--- src/rtl/bcd_to_binary_pkg.sv ---
// bcd_to_binary_pkg: shared BCD conversion defaults, digit type and FSM states
package bcd_to_binary_pkg;
  localparam int DIGITS_DEF = 6;
  localparam int BIN_W_DEF = 20;
  typedef logic [3:0] bcd_digit_t;
  typedef enum logic [1:0] {IDLE, CONV, FIN} state_t;
endpackage

--- src/rtl/bcd_nibble_adjust.sv ---
// bcd_nibble_adjust: reverse double-dabble digit fixup, subtract 3 when >= 8
module bcd_nibble_adjust
  import bcd_to_binary_pkg::*;
(
  input  bcd_digit_t d,
  output bcd_digit_t q
);
  assign q = d >= 4'd8 ? d - 4'd3 : d;
endmodule

--- src/rtl/bcd_to_binary.sv ---
// bcd_to_binary: sequential packed-BCD to binary converter (reverse double-dabble)
module bcd_to_binary
  import bcd_to_binary_pkg::*;
#(
  parameter int DIGITS = DIGITS_DEF,
  parameter int BIN_W  = BIN_W_DEF,
  parameter int OUT_W  = 32
) (
  input  logic                clk,
  input  logic                rst_n,
  input  logic                start,
  input  logic [4*DIGITS-1:0] bcd_in,
  output logic [OUT_W-1:0]    binary_out,
  output logic                done,
  output logic                busy,
  output logic                err
);
  localparam int SR_W  = 4*DIGITS;
  localparam int CNT_W = $clog2(BIN_W);
  state_t            state_q, state_d;
  logic [SR_W-1:0]   sr, t, sr_adj;
  logic [BIN_W-1:0]  acc;
  logic [CNT_W-1:0]  cnt;
  logic [DIGITS-1:0] nib_bad;
  logic              bad, bad_q;
  assign t = sr >> 1;
  for (genvar i = 0; i < DIGITS; i++) begin : g_dig
    bcd_nibble_adjust u_adj (.d(t[4*i+:4]), .q(sr_adj[4*i+:4]));
    assign nib_bad[i] = bcd_in[4*i+:4] > 4'd9;
  end
  assign bad = |nib_bad;
  always_comb begin
    state_d = state_q;
    case (state_q)
      IDLE:    if (start) state_d = bad ? FIN : CONV;
      CONV:    if (cnt == '0) state_d = FIN;
      default: state_d = IDLE;
    endcase
  end
  // Invalid input skips CONV entirely; bad_q steers FIN to report err
  always_ff @(posedge clk) begin
    if (!rst_n) begin
      state_q    <= IDLE;
      sr         <= '0;
      acc        <= '0;
      cnt        <= '0;
      bad_q      <= 1'b0;
      binary_out <= '0;
      done       <= 1'b0;
      busy       <= 1'b0;
      err        <= 1'b0;
    end else begin
      state_q <= state_d;
      done    <= 1'b0;
      case (state_q)
        IDLE: if (start) begin
          sr    <= bcd_in;
          acc   <= '0;
          err   <= 1'b0;
          cnt   <= CNT_W'(BIN_W-1);
          busy  <= 1'b1;
          bad_q <= bad;
        end
        CONV: begin
          acc <= {sr[0], acc[BIN_W-1:1]};
          sr  <= sr_adj;
          if (cnt != '0) cnt <= cnt - 1'b1;
        end
        FIN: begin
          binary_out <= bad_q ? '0 : OUT_W'(acc);
          err        <= bad_q;
          done       <= 1'b1;
          busy       <= 1'b0;
        end
        default: ;
      endcase
    end
  end
endmodule

--- config.mk ---
export PLATFORM = sky130hd
export DESIGN_NAME = bcd_to_binary
export DESIGN_NICKNAME = d
export VERILOG_FILES = /design/src/rtl/bcd_to_binary_pkg.sv /design/src/rtl/bcd_nibble_adjust.sv /design/src/rtl/bcd_to_binary.sv
export SDC_FILE = /design/constraint.sdc
export NUM_CORES = 1
export LEC_CHECK = 0
export ABC_AREA = 1
export CAP_MARGIN = 25
export CORE_MARGIN = 2
export CORE_UTILIZATION = 50
export CTS_CLUSTER_DIAMETER = 30
export DETAILED_ROUTE_END_ITERATION = 12
export MAX_ROUTING_LAYER = met4
export PLACE_DENSITY_LB_ADDON = 0.15
export RECOVER_POWER = 25
export SLEW_MARGIN = 40
export SYNTH_ARGS = -nofsm -noshare
export SYNTH_HDL_FRONTEND = slang
export SYNTH_SLANG_ARGS = --single-unit
--- constraint.sdc ---
create_clock -name clk -period 1.4 [get_ports clk]
set_input_delay 0.28 -clock clk [delete_from_list [all_inputs] [get_ports clk]]
set_output_delay 0.28 -clock clk [all_outputs]
set_load 0.05 [all_outputs]
# Word level (Yosys, flattened, before mapping)
# Index checks and enable logic that the tools add are counted.
[word_totals]
in_bits = 27
out_inout_bits = 35
word_cells = 67
register_bits = 87
[classes]
eq_ne = 5
magnitude_cmp = 12
add_sub_neg = 7
n_mux = 23
n_reduce_logical = 11
[ops]
columns = ["cell", "count"]
rows = [
  ["24-bit one-hot mux with 2 select lines", 1],
  ["20-bit 2-to-1 mux", 2],
  ["20-bit one-hot mux with 2 select lines", 1],
  ["4-bit > comparator (second input constant)", 6],
  ["24-bit 2-to-1 mux", 1],
  ["4-bit 2-to-1 mux", 6],
  ["4-bit >= comparator (second input constant)", 5],
  ["4-bit by 2-bit subtractor with 4-bit output (second input constant)", 5],
  ["5-bit 2-to-1 mux", 2],
  ["5-bit one-hot mux with 2 select lines", 1],
  ["2-bit AND reduction", 4],
  ["2-bit 2-to-1 mux", 3],
  ["2-bit inequality test (second input constant)", 3],
  ["6-bit OR reduction", 1],
  ["5-bit logical NOT", 1],
  ["5-bit nonzero test", 1],
  ["5-bit by 1-bit subtractor with 5-bit output (second input constant)", 1],
  ["3-bit by 4-bit >= comparator with 1-bit output (second input constant)", 1],
  ["1-bit one-hot mux with 2 select lines", 2],
  ["2-bit one-hot mux with 2 select lines", 1],
  ["2-bit nonzero test", 2],
  ["3-bit by 2-bit subtractor with 4-bit output (second input constant)", 1],
  ["1-bit 2-to-1 mux", 3],
  ["3-bit AND reduction", 1],
  ["other kinds (3)", 3],
]

# Longest topological paths before layout
[depth]
ltp_word = 5
depth_mapped = 9

# Hierarchy
# A second synthesis with hierarchy kept.
[hier_totals]
cells_unflattened = 495
hier_area_um2 = 3543.4
[modules_own_cells]
columns = ["mod", "cells_each", "instances", "seq_area_each_um2", "area_per_inst_um2"]
rows = [
  ["bcd_to_binary", 399, 1, 1501.4, 3010.4],
  ["bcd_nibble_adjust", 16, 6, 0.0, 88.8],
]

# Worst setup path before layout
# Ideal clock, no wire load.
[synth_path]
path_kind = "reg-to-reg"
startpoint = "register cnt[0]"
endpoint = "register cnt[3]"
setup_ps = 115
period_less_slack_ps = 1137
path_stages_with_launch = 9
arrival_time_ps = 1022
slack_ps = 263
path_cell_list = "dfxtp_1 inv_1 ha_1 nand3_1 nand2_1 nand2_2 nand3_1 nand2_1 nor2_1"
[synth_via]
elab_chain_len = 3
word_cells_on_any_way = 6
classes_between = "add/sub (1); eq/ne (1); mux (2); reduce/logical (2)"
[synth_rtl]
columns = ["element", "line", "rtl"]
rows = [
  ["start, declared", "bcd_to_binary.sv:23", "logic [CNT_W-1:0] cnt;"],
  ["start signal, assigned", "bcd_to_binary.sv:60", "cnt <= CNT_W'(BIN_W-1);"],
  ["start signal, assigned", "bcd_to_binary.sv:67", "if (cnt != '0) cnt <= cnt - 1'b1;"],
  ["5-bit by 1-bit subtractor with 5-bit output or 5-bit nonzero test (tied branches)", "bcd_to_binary.sv:67", ""],
  ["5-bit 2-to-1 mux or 2-bit inequality test (tied branches)", "n/a", ""],
  ["5-bit one-hot mux with 2 select lines or 3-bit AND reduction (tied branches)", "n/a", ""],
]
# Several ways; a longest one is shown, not always the timed one. The select of a mux whose other input is x is not followed.
# A chain may end at the register's enable or synchronous reset.

# Worst setup path after layout
[layout_path]
startpoint = "register state_q[1]"
endpoint = "register binary_out[6]"
[layout_via]
elab_chain_len = 1
[layout_rtl]
columns = ["element", "line", "rtl"]
rows = [
  ["start, declared", "bcd_to_binary.sv:20", "state_t state_q, state_d;"],
  ["start signal, assigned", "bcd_to_binary.sv:53", "state_q <= state_d;"],
  ["2-bit == test", "bcd_to_binary.sv:55", "case (state_q)"],
  ["end signal, assigned", "bcd_to_binary.sv:70", "binary_out <= bad_q ? '0 : OUT_W'(acc);"],
  ["end, declared", "bcd_to_binary.sv:13", "output logic [OUT_W-1:0] binary_out,"],
]
# No other way between the ends.

==> flow_results.org <==
** Layout
- Registers take between 1500 and 2000 um^2.
- Layout Nets :: 577
- After routing the design area is about 4400 um^2.
- Share of layout cells above drive strength 1 :: 18.45%
- The finished layout holds roughly 640 standard cells, fillers aside.
- Cells fill roughly two thirds of the core in the end.
- Area added between synthesis and finish :: 24.96%
- The repair_antennas step left the layout with diodes totalling 0.
- In the final layout, the multi-input gates occupy 1659 um^2.
- The library cell used most frequently in the layout, excluding fill and tap cells, is sky130_fd_sc_hd__nand2_1.
- Layout fillers :: slightly below 600
- Most frequent cells in the layout :: sky130_fd_sc_hd__nand2_1, sky130_fd_sc_hd__dfxtp_1, sky130_fd_sc_hd__a21oi_1

** Setup path
- Required time at the endpoint of the critical path :: roughly 1.7 ns
- Most frequent cell on the critical path :: sky130_fd_sc_hd__inv_2
- Crit path kind :: flip-flop to flip-flop
- Setup slack on the worst reg-to-reg path comes out at roughly 0.08 ns.
- Largest stage delay, worst path :: 0.37 ns
- Crit path capture type :: flip-flop
- Crit Reg-Reg Endpoint :: binary_out[6]
- STA classifies the critical path startpoint as a flip-flop.
- Launch point of the worst reg-to-reg path :: state_q[1]
- For this design, the slowest cell found on the critical path is sky130_fd_sc_hd__dfxtp_1.
- R2r worst-path depth :: 7
- Crit path cell chain :: inv_2 > nor2_1 > inv_2 > nor2_4 > buf_12 > nand2_1 > a21oi_1
- Highest net fanout along the worst path :: 21
- Arrival time at the worst endpoint :: roughly 1.6 ns

** Run
- The tool flagged a number of max-cap violations equal to 0.

** Floorplan
- In this run the vertical extent of the chip is 88.19 um.
- The floorplan step set the die width to approximately 88 um.
- After floorplanning, the core was sized to cover roughly 6800 um^2.
- Starting density of the core :: between 50% and 60%
- Total number of placement rows :: 30
- Number of I/O pins :: 62
- Die Outline Area :: 7777 um^2

** GRT
- Vias in the first global route :: ~3,000
- Across every metal layer, demand over resource in global routing totals 22.84%.
- Total congestion overflow after global routing :: 0
- Largest net degree at the start of global routing :: 34
- Most Used Layer, Global Route :: met2
- GRT met1 Usage :: a little under a third
- Global routing used ~6.2% of the available met3 tracks.
- Global routing consumed, on the met2 layer, a little over a third of the routing resources.
- The first global-routing pass estimated approximately 14,000 um of wire.
- Number of antenna violations at the first check in global routing :: 0

** Clocking
- Clock buffer count from CTS :: 9
- TritonCTS built the clock tree.
- Post-CTS repair changed the size of 0 cells.
- Clock-pin transition on the worst setup and hold timing paths :: roughly 0.080 ns
- Number of buffers on the longest clock path :: 2
- The later pin in the worst-skew pair is clocked with a latency of roughly 0.34 ns.
- Buffers added to address setup during post-CTS repair amount to 0.
- CTS Sinks :: 75
- CTS built an H-tree with a depth of 3.
- Master cell of the clock root buffer :: sky130_fd_sc_hd__clkbuf_8
- In this run, post-CTS hold repair placed 0 buffers.

** Timing
- The routed design could run at a clock period as short as ~1.3 ns.
- The count of pins over their slew limit is 0.
- Worst hold-check slack :: roughly 0.47 ns
- Final Setup Violations :: 0
- Setup repair after global routing could not meet its margin everywhere.
- Worst-case clock skew :: just over 0.008 ns
- Final period utilization :: roughly 94%
- Fmax :: approximately 760 MHz
- The final number of hold-violating endpoints is 0.

** Placed design
- # port buffers :: just under 50
- Cell area reported after detailed placement :: around 4500 um^2
- HPWL after DPL :: about 5700 um
- The congestion estimate from routability-driven global placement came to about 0.83.
- Counting tap cells, the placed design contains a total of about 620 instances.

** Power and ir drop
- Power per standard cell area :: between 1000 and 1500 nW/um^2
- Static Leak :: around 1.9 nW
- Across the VDD grid, the largest voltage drop is 1.124 mV.

** Synth
- Yosys warnings :: 0
- Synthesis produced a netlist whose cell count is between 400 and 500.
- In this run, synthesis produced a sequential element count of 75.
- Primary FF master, synth :: sky130_fd_sc_hd__dfxtp_1
- Of the synthesized area, sequential elements account for a little over two fifths.
- Yosys mapped a number of flops with a built-in enable equal to 0.
- Each instance of the synthesized netlist takes up on average about 7.5 um^2.
- Yosys mapped the design onto 27 distinct sky130hd cell types.
- The cell area that synthesis handed to floorplanning was between 3000 and 4000 um^2.
- For this run, asynchronously set or reset flops after synthesis account for 0%.

** Route
- Drt initial violations :: approximately 200
- For this block, the via count after detailed routing is about 3,200.
- Dividing the detail-routed wire length by the instance count gives 12.75 um.
- Number of design rule violations left after detail routing :: 0
- For this block, the routed nets add up to roughly 8100 um of wire.
- Using the TritonRoute via totals, the vias-per-cell ratio works out to 5.044.
- The detail route stage leaves a number of antenna-violating nets equal to 0.
- The pre-antenna-repair detailed-routing pass consisted of 4 iterations.

** Min path
- Worst Min Path Start :: busy
- Path category of the worst min-delay check :: flip-flop to flip-flop
- Number of cells traversed by the worst hold path :: 2
- Worst hold path endpoint :: busy

** Outcome
- The run finished with clean final reports.
## worst max path at each step
stage	from	to	slack (ns)
floorplan	cnt[0]	cnt[3]	0.26
global placement	start	sr[15]	-0.15
detailed placement	start	sr[15]	-0.18
CTS	state_q[1]	binary_out[6]	0.08
global route	state_q[1]	binary_out[3]	-0.02
finish	state_q[1]	binary_out[6]	0.08
## cells in the mapped netlist (all sizes together) (4+ instances only)
master	count	area [um^2]
nand2	135	539.3
ha	12	150.1
nor2	31	123.9
dfxtp	75	1501
a21oi	60	345.3
buf	31	227.7
clkbuf	5	18.77
a22oi	9	67.56
o21ai	26	130.1
nand3	20	105.1
o211ai	8	60.06
nor3	4	20.02
inv	48	180.2
a211oi	6	45.04
## worst max-delay path, delay by kind of cell (launching register included)
kind                   cells  cell delay [ns]
buffers and inverters      3             0.37
flip-flops                 1             0.37
AO/OA/AOI/OAI              1             0.14
AND/OR/NAND/NOR            3             0.37
## state kept, by name, indices dropped and copies added, names as in the netlist
name and count:
sr 24, acc 20, binary_out 20, cnt 5, state_q 2, bad_q 1
busy 1, done 1, err 1
## cell families after synthesis
group                    after synthesis  synth area share [%]
flip-flops                            75                 42.37
buffers and inverters                 84                 12.04
adder cells (fa/ha/maj)               12                 4.237
other                                  1                0.1058
AND/OR/NAND/NOR                      191                 22.42
AO/OA/AOI/OAI                        112                 18.82
## area by class of cell
type | count | share of cell area [%]
tap | 96 | 2.713
clock inverter | 6 | 3.108
multi-input combinational | 327 | 37.47
inverter | 48 | 4.069
sequential | 75 | 33.91
timing repair buffer | 77 | 15.94
clock buffer | 9 | 2.797
## report_power, final
group / internal, mW / switching (mW) / total (mW)
sequential: 2.21 / 0.0676 / 2.28
clock: 1.36 / 0.817 / 2.18
combinational: 0.291 / 0.465 / 0.756
total: 3.87 / 1.35 / 5.22
## through the flow
stage / setup TNS, ns / total power [mW] / setup slack [ns]
6_report: 0 / 5.219 / 0.08010
5_1_grt: -0.09441 / 5.432 / -0.02196
4_1_cts: 0 / 5.266 / 0.07808
3_5_place_dp: -5.317 / 3.100 / -0.1765
3_3_place_gp: -4.235 / 3.080 / -0.1470
2_1_floorplan: 0 / 2.831 / 0.2633
## layer usage
layer / wire length (um) / vias up
met1: 3750 / 1492
li1: - / 1634
met5: 0 / -
met3: 496 / 6
met2: 3820 / 86
met4: 65 / 0
Power figures use the tool's default switching activity.
